## src/rtl/alu_dec_pkg.sv

```systemverilog
// ALU decode / condition package: op codes, cmd and cond encodings,
// NZCV bit positions and the data-processing decode function.
package alu_dec_pkg;

  localparam logic [2:0] ALU_ADD = 3'd0;
  localparam logic [2:0] ALU_SUB = 3'd1;
  localparam logic [2:0] ALU_AND = 3'd2;
  localparam logic [2:0] ALU_ORR = 3'd3;
  localparam logic [2:0] ALU_EOR = 3'd4;
  localparam logic [2:0] ALU_MOV = 3'd5;

  localparam logic [3:0] CMD_AND = 4'b0000;
  localparam logic [3:0] CMD_EOR = 4'b0001;
  localparam logic [3:0] CMD_SUB = 4'b0010;
  localparam logic [3:0] CMD_ADD = 4'b0100;
  localparam logic [3:0] CMD_CMP = 4'b1010;
  localparam logic [3:0] CMD_CMN = 4'b1011;
  localparam logic [3:0] CMD_ORR = 4'b1100;
  localparam logic [3:0] CMD_MOV = 4'b1101;

  localparam logic [3:0] COND_EQ = 4'b0000;
  localparam logic [3:0] COND_NE = 4'b0001;
  localparam logic [3:0] COND_CS = 4'b0010;
  localparam logic [3:0] COND_CC = 4'b0011;
  localparam logic [3:0] COND_MI = 4'b0100;
  localparam logic [3:0] COND_PL = 4'b0101;
  localparam logic [3:0] COND_VS = 4'b0110;
  localparam logic [3:0] COND_VC = 4'b0111;
  localparam logic [3:0] COND_HI = 4'b1000;
  localparam logic [3:0] COND_LS = 4'b1001;
  localparam logic [3:0] COND_GE = 4'b1010;
  localparam logic [3:0] COND_LT = 4'b1011;
  localparam logic [3:0] COND_GT = 4'b1100;
  localparam logic [3:0] COND_LE = 4'b1101;
  localparam logic [3:0] COND_AL = 4'b1110;
  localparam logic [3:0] COND_NV = 4'b1111;

  localparam int FLAG_N = 3;
  localparam int FLAG_Z = 2;
  localparam int FLAG_C = 1;
  localparam int FLAG_V = 0;

  typedef struct packed {
    logic [2:0] alu_ctl;
    logic [1:0] flag_w;
    logic       cmp_cls;
    logic       illegal;
  } dec_t;

  function automatic dec_t decode(
    input logic       alu_op,
    input logic [3:0] cmd,
    input logic       s
  );
    dec_t d;
    d = '{alu_ctl: ALU_ADD, flag_w: 2'b00,
          cmp_cls: 1'b0, illegal: 1'b0};
    if (alu_op) begin
      case (cmd)
        CMD_ADD: d.alu_ctl = ALU_ADD;
        CMD_SUB: d.alu_ctl = ALU_SUB;
        CMD_AND: d.alu_ctl = ALU_AND;
        CMD_ORR: d.alu_ctl = ALU_ORR;
        CMD_EOR: d.alu_ctl = ALU_EOR;
        CMD_MOV: d.alu_ctl = ALU_MOV;
        CMD_CMP: d.alu_ctl = ALU_SUB;
        CMD_CMN: d.alu_ctl = ALU_ADD;
        default: d.illegal = 1'b1;
      endcase
      d.cmp_cls = (cmd == CMD_CMP) || (cmd == CMD_CMN);
      if (d.cmp_cls)
        d.flag_w = 2'b11;
      else if (s && !d.illegal)
        d.flag_w = (cmd == CMD_ADD || cmd == CMD_SUB)
                   ? 2'b11 : 2'b10;
    end
    return d;
  endfunction

endpackage

```

## src/rtl/alu_decode_cond_unit_cond_check.sv

```systemverilog
// Pure combinational condition evaluator: cond field against NZCV.
// Kept standalone so a branch predictor can reuse it.
module cond_check
  import alu_dec_pkg::*;
(
  input  logic [3:0] cond,
  input  logic [3:0] nzcv,
  output logic       cond_ex
);

  logic n, z, c, v;

  always_comb begin
    n = nzcv[FLAG_N];
    z = nzcv[FLAG_Z];
    c = nzcv[FLAG_C];
    v = nzcv[FLAG_V];
    cond_ex = 1'b0;
    case (cond)
      COND_EQ: cond_ex = z;
      COND_NE: cond_ex = ~z;
      COND_CS: cond_ex = c;
      COND_CC: cond_ex = ~c;
      COND_MI: cond_ex = n;
      COND_PL: cond_ex = ~n;
      COND_VS: cond_ex = v;
      COND_VC: cond_ex = ~v;
      COND_HI: cond_ex = c & ~z;
      COND_LS: cond_ex = ~c | z;
      COND_GE: cond_ex = (n == v);
      COND_LT: cond_ex = (n != v);
      COND_GT: cond_ex = ~z & (n == v);
      COND_LE: cond_ex = z | (n != v);
      COND_AL: cond_ex = 1'b1;
      default: cond_ex = 1'b0;
    endcase
  end

endmodule

```

## src/rtl/alu_decode_cond_unit.sv

```systemverilog
// Registered ALU decode stage with NZCV flags and conditional write gating.
// Optional sticky illegal-op trap: define ALU_DEC_ILLEGAL_TRAP_EN.
module alu_decode_cond_unit
  import alu_dec_pkg::*;
#(
  parameter int         ALUCTRL_W = 3,
  parameter logic [3:0] FLAG_RST  = 4'b0000
) (
  input  logic                 clk,
  input  logic                 reset,
  input  logic                 in_valid,
  output logic                 in_ready,
  input  logic                 alu_op,
  input  logic [3:0]           funct_cmd,
  input  logic                 funct_s,
  input  logic [3:0]           cond,
  input  logic                 reg_w_in,
  input  logic                 mem_w_in,
  input  logic                 pc_s_in,
  output logic                 out_valid,
  input  logic                 out_ready,
  output logic [ALUCTRL_W-1:0] alu_control,
  output logic [1:0]           flag_w,
  output logic                 cond_ex,
  output logic                 reg_write,
  output logic                 mem_write,
  output logic                 pc_src,
  input  logic [3:0]           alu_flags,
  output logic [3:0]           flags,
  output logic                 illegal
);

  logic       valid_q, valid_d;
  logic [2:0] ctl_q, ctl_d;
  logic [1:0] fw_q, fw_d;
  logic [3:0] cond_q, cond_d;
  logic       rw_q, rw_d;
  logic       mw_q, mw_d;
  logic       ps_q, ps_d;
  logic [3:0] flags_q, flags_d;
  logic       accept, commit;
  dec_t       dec;

  assign accept = in_valid & in_ready;
  assign commit = valid_q & out_ready;
  assign dec    = decode(alu_op, funct_cmd, funct_s);

  cond_check u_cond (
    .cond    (cond_q),
    .nzcv    (flags_q),
    .cond_ex (cond_ex)
  );

`ifdef ALU_DEC_ILLEGAL_TRAP_EN
  logic ill_op_q, ill_op_d;
  logic illegal_q, illegal_d;

  assign in_ready = ~illegal_q & (~valid_q | out_ready);
  assign illegal  = illegal_q;

  always_comb begin
    ill_op_d  = accept ? dec.illegal : ill_op_q;
    illegal_d = illegal_q | (commit & ill_op_q);
  end

  always_ff @(posedge clk) begin
    if (reset) begin
      ill_op_q  <= 1'b0;
      illegal_q <= 1'b0;
    end else begin
      ill_op_q  <= ill_op_d;
      illegal_q <= illegal_d;
    end
  end
`else
  assign in_ready = ~valid_q | out_ready;
  assign illegal  = 1'b0;
`endif

  always_comb begin
    valid_d = valid_q;
    ctl_d   = ctl_q;
    fw_d    = fw_q;
    cond_d  = cond_q;
    rw_d    = rw_q;
    mw_d    = mw_q;
    ps_d    = ps_q;
    flags_d = flags_q;
    if (accept) begin
      valid_d = 1'b1;
      ctl_d   = dec.alu_ctl;
      fw_d    = dec.flag_w;
      cond_d  = cond;
      rw_d    = reg_w_in & ~dec.cmp_cls & ~dec.illegal;
      mw_d    = mem_w_in & ~dec.illegal;
      ps_d    = pc_s_in & ~dec.illegal;
    end else if (commit) begin
      valid_d = 1'b0;
    end
    // Flags use the pre-commit value for cond_ex, then update.
    if (commit && cond_ex) begin
      if (fw_q[1]) flags_d[3:2] = alu_flags[3:2];
      if (fw_q[0]) flags_d[1:0] = alu_flags[1:0];
    end
  end

  // Reset cond to NV so the gated writes read 0 out of reset.
  always_ff @(posedge clk) begin
    if (reset) begin
      valid_q <= 1'b0;
      ctl_q   <= ALU_ADD;
      fw_q    <= 2'b00;
      cond_q  <= COND_NV;
      rw_q    <= 1'b0;
      mw_q    <= 1'b0;
      ps_q    <= 1'b0;
      flags_q <= FLAG_RST;
    end else begin
      valid_q <= valid_d;
      ctl_q   <= ctl_d;
      fw_q    <= fw_d;
      cond_q  <= cond_d;
      rw_q    <= rw_d;
      mw_q    <= mw_d;
      ps_q    <= ps_d;
      flags_q <= flags_d;
    end
  end

  always_comb begin
    alu_control      = '0;
    alu_control[2:0] = ctl_q;
  end

  assign out_valid = valid_q;
  assign flag_w    = fw_q;
  assign reg_write = rw_q & cond_ex;
  assign mem_write = mw_q & cond_ex;
  assign pc_src    = ps_q & cond_ex;
  assign flags     = flags_q;

endmodule

```

## config.mk

```make
export PLATFORM = sky130hd
export DESIGN_NAME = alu_decode_cond_unit
export DESIGN_NICKNAME = d
export VERILOG_FILES = /design/src/rtl/alu_dec_pkg.sv /design/src/rtl/alu_decode_cond_unit_cond_check.sv /design/src/rtl/alu_decode_cond_unit.sv
export SDC_FILE = /design/constraint.sdc
export NUM_CORES = 1
export LEC_CHECK = 0
export BUFFER_PORTS_ARGS = -buffer_cell sky130_fd_sc_hd__buf_2
export CAP_MARGIN = 10
export CORE_UTILIZATION = 32
export DETAILED_ROUTE_END_ITERATION = 8
export GPL_TIMING_DRIVEN = 0
export PLACE_DENSITY = 0.66
export SLEW_MARGIN = 20
export SYNTH_ARGS = -nofsm -noshare
export SYNTH_HDL_FRONTEND = slang
export SYNTH_HIERARCHICAL = 1
export SYNTH_SLANG_ARGS = --single-unit
export TNS_END_PERCENT = 50
```

## constraint.sdc

```tcl
create_clock -name clk -period 3.8 [get_ports clk]
set_input_delay 0.38 -clock clk [delete_from_list [all_inputs] [get_ports clk]]
set_output_delay 0.38 -clock clk [all_outputs]
set_load 0.05 [all_outputs]
```

==> results.md <==
Floorplanning:
- The I/O pin count is 37.
- In this run the core area contains 19 standard-cell rows.
- The placeable core region is 2850 sq um.
- The floorplan die area is 3360 sq um.
- In this run the vertical extent of the chip is 58.0 microns.
- The die extent in x is 58.0 microns.
- For this configuration, the core starts out at a cell density of 35.1%.

GRT:
- The number of global-route vias before repair is 956.
- The remaining global-route overflow is 0.
- Entering global routing, the biggest net connects 11 pins.
- The wire length of the first global-routing pass is 3990 microns.
- The all-layer global routing usage is 15.2%.
- The initial antenna violation count is 0.

CTS:
- The quantity of hold-fixing buffers added after cts is 0.
- After clock tree synthesis, the repair step resized 0 gates.
- The total CTS buffers is 3.
- The clock transition at the registers of the reported paths is 90 ps.
- The total number of clock tree sinks is 17.
- The H-tree depth is 1.
- No sink is reached through more buffers than the 2 on the longest clock path.
- The tree is rooted in a sky130_fd_sc_hd__clkbuf_4.
- The clock tree from TritonCTS is built.
- The count of buffers added by post-CTS timing repair for setup is 0.
- The clock insertion delay at the later pin of the skew report is 280 ps.

Detailed routing:
- The number of design-rule violations left by the first detailed-router iteration is 47.
- The remaining routing DRC violations is 3.
- The sum of routed wire length over all layers is 2310 microns.
- The ratio of routed vias to standard cells is 5.25.
- The first detailed-routing pass ran for 6 iterations.
- In the final routed layout, each cell accounts on average for 12.0 microns.
- The number of nets with antenna violations after detailed routing is 0.
- The number of vias in the routed layout is 1014.

Final layout:
- The number of antenna diodes in the final layout is 0.
- The utilization after layout is 43.4%.
- The layout net count is 184.
- The number of filler cells placed in the layout is 303.
- For this run, the number of standard cells in the final layout without fillers is 193.
- The post-route netlist has 27.2% of its cells at a drive strength greater than 1.
- The leading cell type in the layout, fill and taps excluded is sky130_fd_sc_hd__buf_2.
- In the layout the commonest cells are sky130_fd_sc_hd__buf_2, sky130_fd_sc_hd__dfxtp_1, sky130_fd_sc_hd__nand2_1, sky130_fd_sc_hd__nand3b_1, sky130_fd_sc_hd__a21oi_1.
- From synthesis to final layout, the design area changed by 23.5%.

Timing:
- Summed over all failing endpoints, the final setup total negative slack is 0 ps.
- Of the available clock period, the critical path in the final layout requires 67.3%.
- Timing would allow up to 391 MHz.
- For the final database, setup skew stands at 1.58 ps.
- Setup repair after global routing left no endpoint under its margin.
- Across all setup checks in the final design, the least slack found is 1240 ps.
- The number of max-slew violations in the final report is 0.
- The number of setup violations in the final report is 0.
- The final number of hold-violating endpoints is 0.
- The worst path needs 2560 ps of the cycle, external delays included.

Worst hold path:
- The path class of the tightest hold or removal check is primary input to register.
- The worst hold path begins at cond[2].

Critical path:
- The startpoint identified for the worst register-to-register timing path is cond_q[2]$_SDFFE_PP1P_.
- The most critical setup path has its startpoint at cond_q[2]$_SDFFE_PP1P_.
- STA classifies the critical path endpoint as a primary output.
- The required time of the critical path is 3420 ps.
- The signal arrival time at the worst endpoint is 2180 ps.
- Counting both buffers and inverters, the worst setup path holds a total of 1.
- The kind of cell adding the most delay to the critical path is compound AO/OA/AOI/OAI gates.
- The critical setup path kind is register to primary output.
- The biggest cell delay along the critical path is 500 ps.
- The slowest stage of the critical path belongs to the cell sky130_fd_sc_hd__dfxtp_1.
- Walking the worst path, the cells encountered are mux2_4 > a21oi_1 > o211ai_1 > a211o_1 > and2_1 > buf_2.
- The worst setup path is launched from a register.
- The worst-path maximum fanout is 9.

Synth:
- Of the synthesized area, sequential elements account for 34.0%.
- In this run the cell area of the synthesized design comes to 1000 sq um.
- The synthesized design contains 17 register bits.
- The cell count after synthesis came out at 124.
- The mean post-synth cell area is 8.08 sq um.
- The synthesized net count is 145.
- For this run, the number of Yosys warnings is 6.
- The netlist uses 37 different library cells.

Status:
- The checks that failed: DRC.
- The flow ran to the end, but the final reports show violations.

Placement:
- The final RePlAce weighted congestion is 0.772.
- The count of input and output buffers is 34.
- The instance count after placement with tap cells included is 189.
- Timing analysis after detailed placement gives a worst setup slack of 1570 ps.
- The half-perimeter wire length after placement is 1820 microns.

Power and ir drop:
- The power density of the placed cells is 312 nW/um^2.
- The worst-case IR drop observed on VDD is 0.0934 mV.
- The standby leakage power is 0.578 nW.

Flow run:
- Max-cap violations in this run came to 0.
through the flow:
step | cell area [sq um] | hold slack (ps) | power [W]
after floorplan | 1000 | 432 | 0.000265
after global placement | 1210 | 440 | 0.000292
after detailed placement | 1210 | 445 | 0.000295
after CTS | 1240 | 298 | 0.000391
after global routing | 1240 | 312 | 0.000407
final | 1240 | 302 | 0.000386
kinds of logic (layout without fill, tap and decap cells):
family | count (synthesis) | in the layout | share of synthesized area, %
flip-flops | 17 | 17 | 34.0
multiplexers | 6 | 6 | 6.49
buffers and inverters | 11 | 49 | 4.74
AND/OR/NAND/NOR | 59 | 59 | 32.3
XOR/XNOR | 2 | 2 | 2.50
AO/OA/AOI/OAI | 28 | 28 | 19.6
other | 1 | 1 | 0.374
where the power goes:
part / internal [W] / switching (W) / leakage [nW] / total (W)
logic: 0.0000352 / 0.0000637 / 0.424 / 0.0000989
registers: 0.000185 / 0.00000620 / 0.139 / 0.000191
clock network: 0.0000408 / 0.0000547 / 0.0150 / 0.0000955
total: 0.000261 / 0.000125 / 0.578 / 0.000386
per-layer routing:
metal,track usage [%],wire (microns),vias to the layer above
li1,-,-,521
met1,18.5,1030,459
met2,26.1,1150,30
met3,2.23,99,4
met4,7.14,32,0
met5,0,0,-
final timing paths:
| check | endpoint | slack, ps | cells past startpoint |
|---|---|---|---|
| worst max-delay path | reg_write | 1240 | 6 |
| worst min-delay path | cond_q[2]$_SDFFE_PP1P_ | 300 | 3 |
| worst max register to register | flags[1]$_SDFFE_PP0P_ | 1750 | 7 |
| worst min register to register | alu_control[0]$_SDFFE_PP0P_ | 460 | 2 |
worst min-delay path, cell delays in order:
cell and delay (ps):
sky130_fd_sc_hd__buf_2 70, sky130_fd_sc_hd__nand2_1 40, sky130_fd_sc_hd__nand3b_1 70
Yosys cell counts, drive strengths merged:
master | count | area [sq um]
a2111oi | 1 | 8.76
a211o | 2 | 17.5
a21oi | 9 | 45.0
a221oi | 1 | 8.76
a22oi | 2 | 15.0
a41oi | 1 | 8.76
and2 | 4 | 25.0
and3b | 1 | 8.76
buf | 3 | 17.5
clkbuf | 5 | 18.8
conb | 1 | 3.75
dfxtp | 17 | 340
inv | 3 | 11.3
mux2 | 1 | 15.0
mux2i | 5 | 50.1
nand2 | 16 | 60.1
nand2b | 4 | 25.0
nand3 | 3 | 15.0
nand3b | 12 | 90.1
nand4 | 2 | 12.5
nor2 | 7 | 26.3
nor2b | 4 | 25.0
nor3 | 3 | 15.0
nor3b | 1 | 7.51
nor4 | 1 | 6.26
o211ai | 2 | 15.0
o21ai | 4 | 20.0
o22ai | 2 | 12.5
o31ai | 2 | 20.0
o41ai | 2 | 25.0
or2b | 1 | 7.51
xnor2 | 1 | 16.3
xor2 | 1 | 8.76
cell type report:
class | instances | area, sq um | area share (%)
buffer | 8 | 36.3 | 2.93
inverter | 3 | 11.3 | 0.910
sequential | 17 | 340 | 27.5
tap | 31 | 38.8 | 3.13
clock buffer | 4 | 26.3 | 2.12
multi-input combinational | 96 | 614 | 49.6
timing repair buffer | 34 | 170 | 13.8
flip-flops by register name, summed over array words and instances, names as in the netlist:
| register | count |
|---|---|
| flags | 4 |
| flag_w | 2 |
| rw_q | 1 |
| cond_q | 4 |
| ps_q | 1 |
| out_valid | 1 |
| mw_q | 1 |
| alu_control | 3 |
No activity file was read; power rests on OpenSTA's default activity.
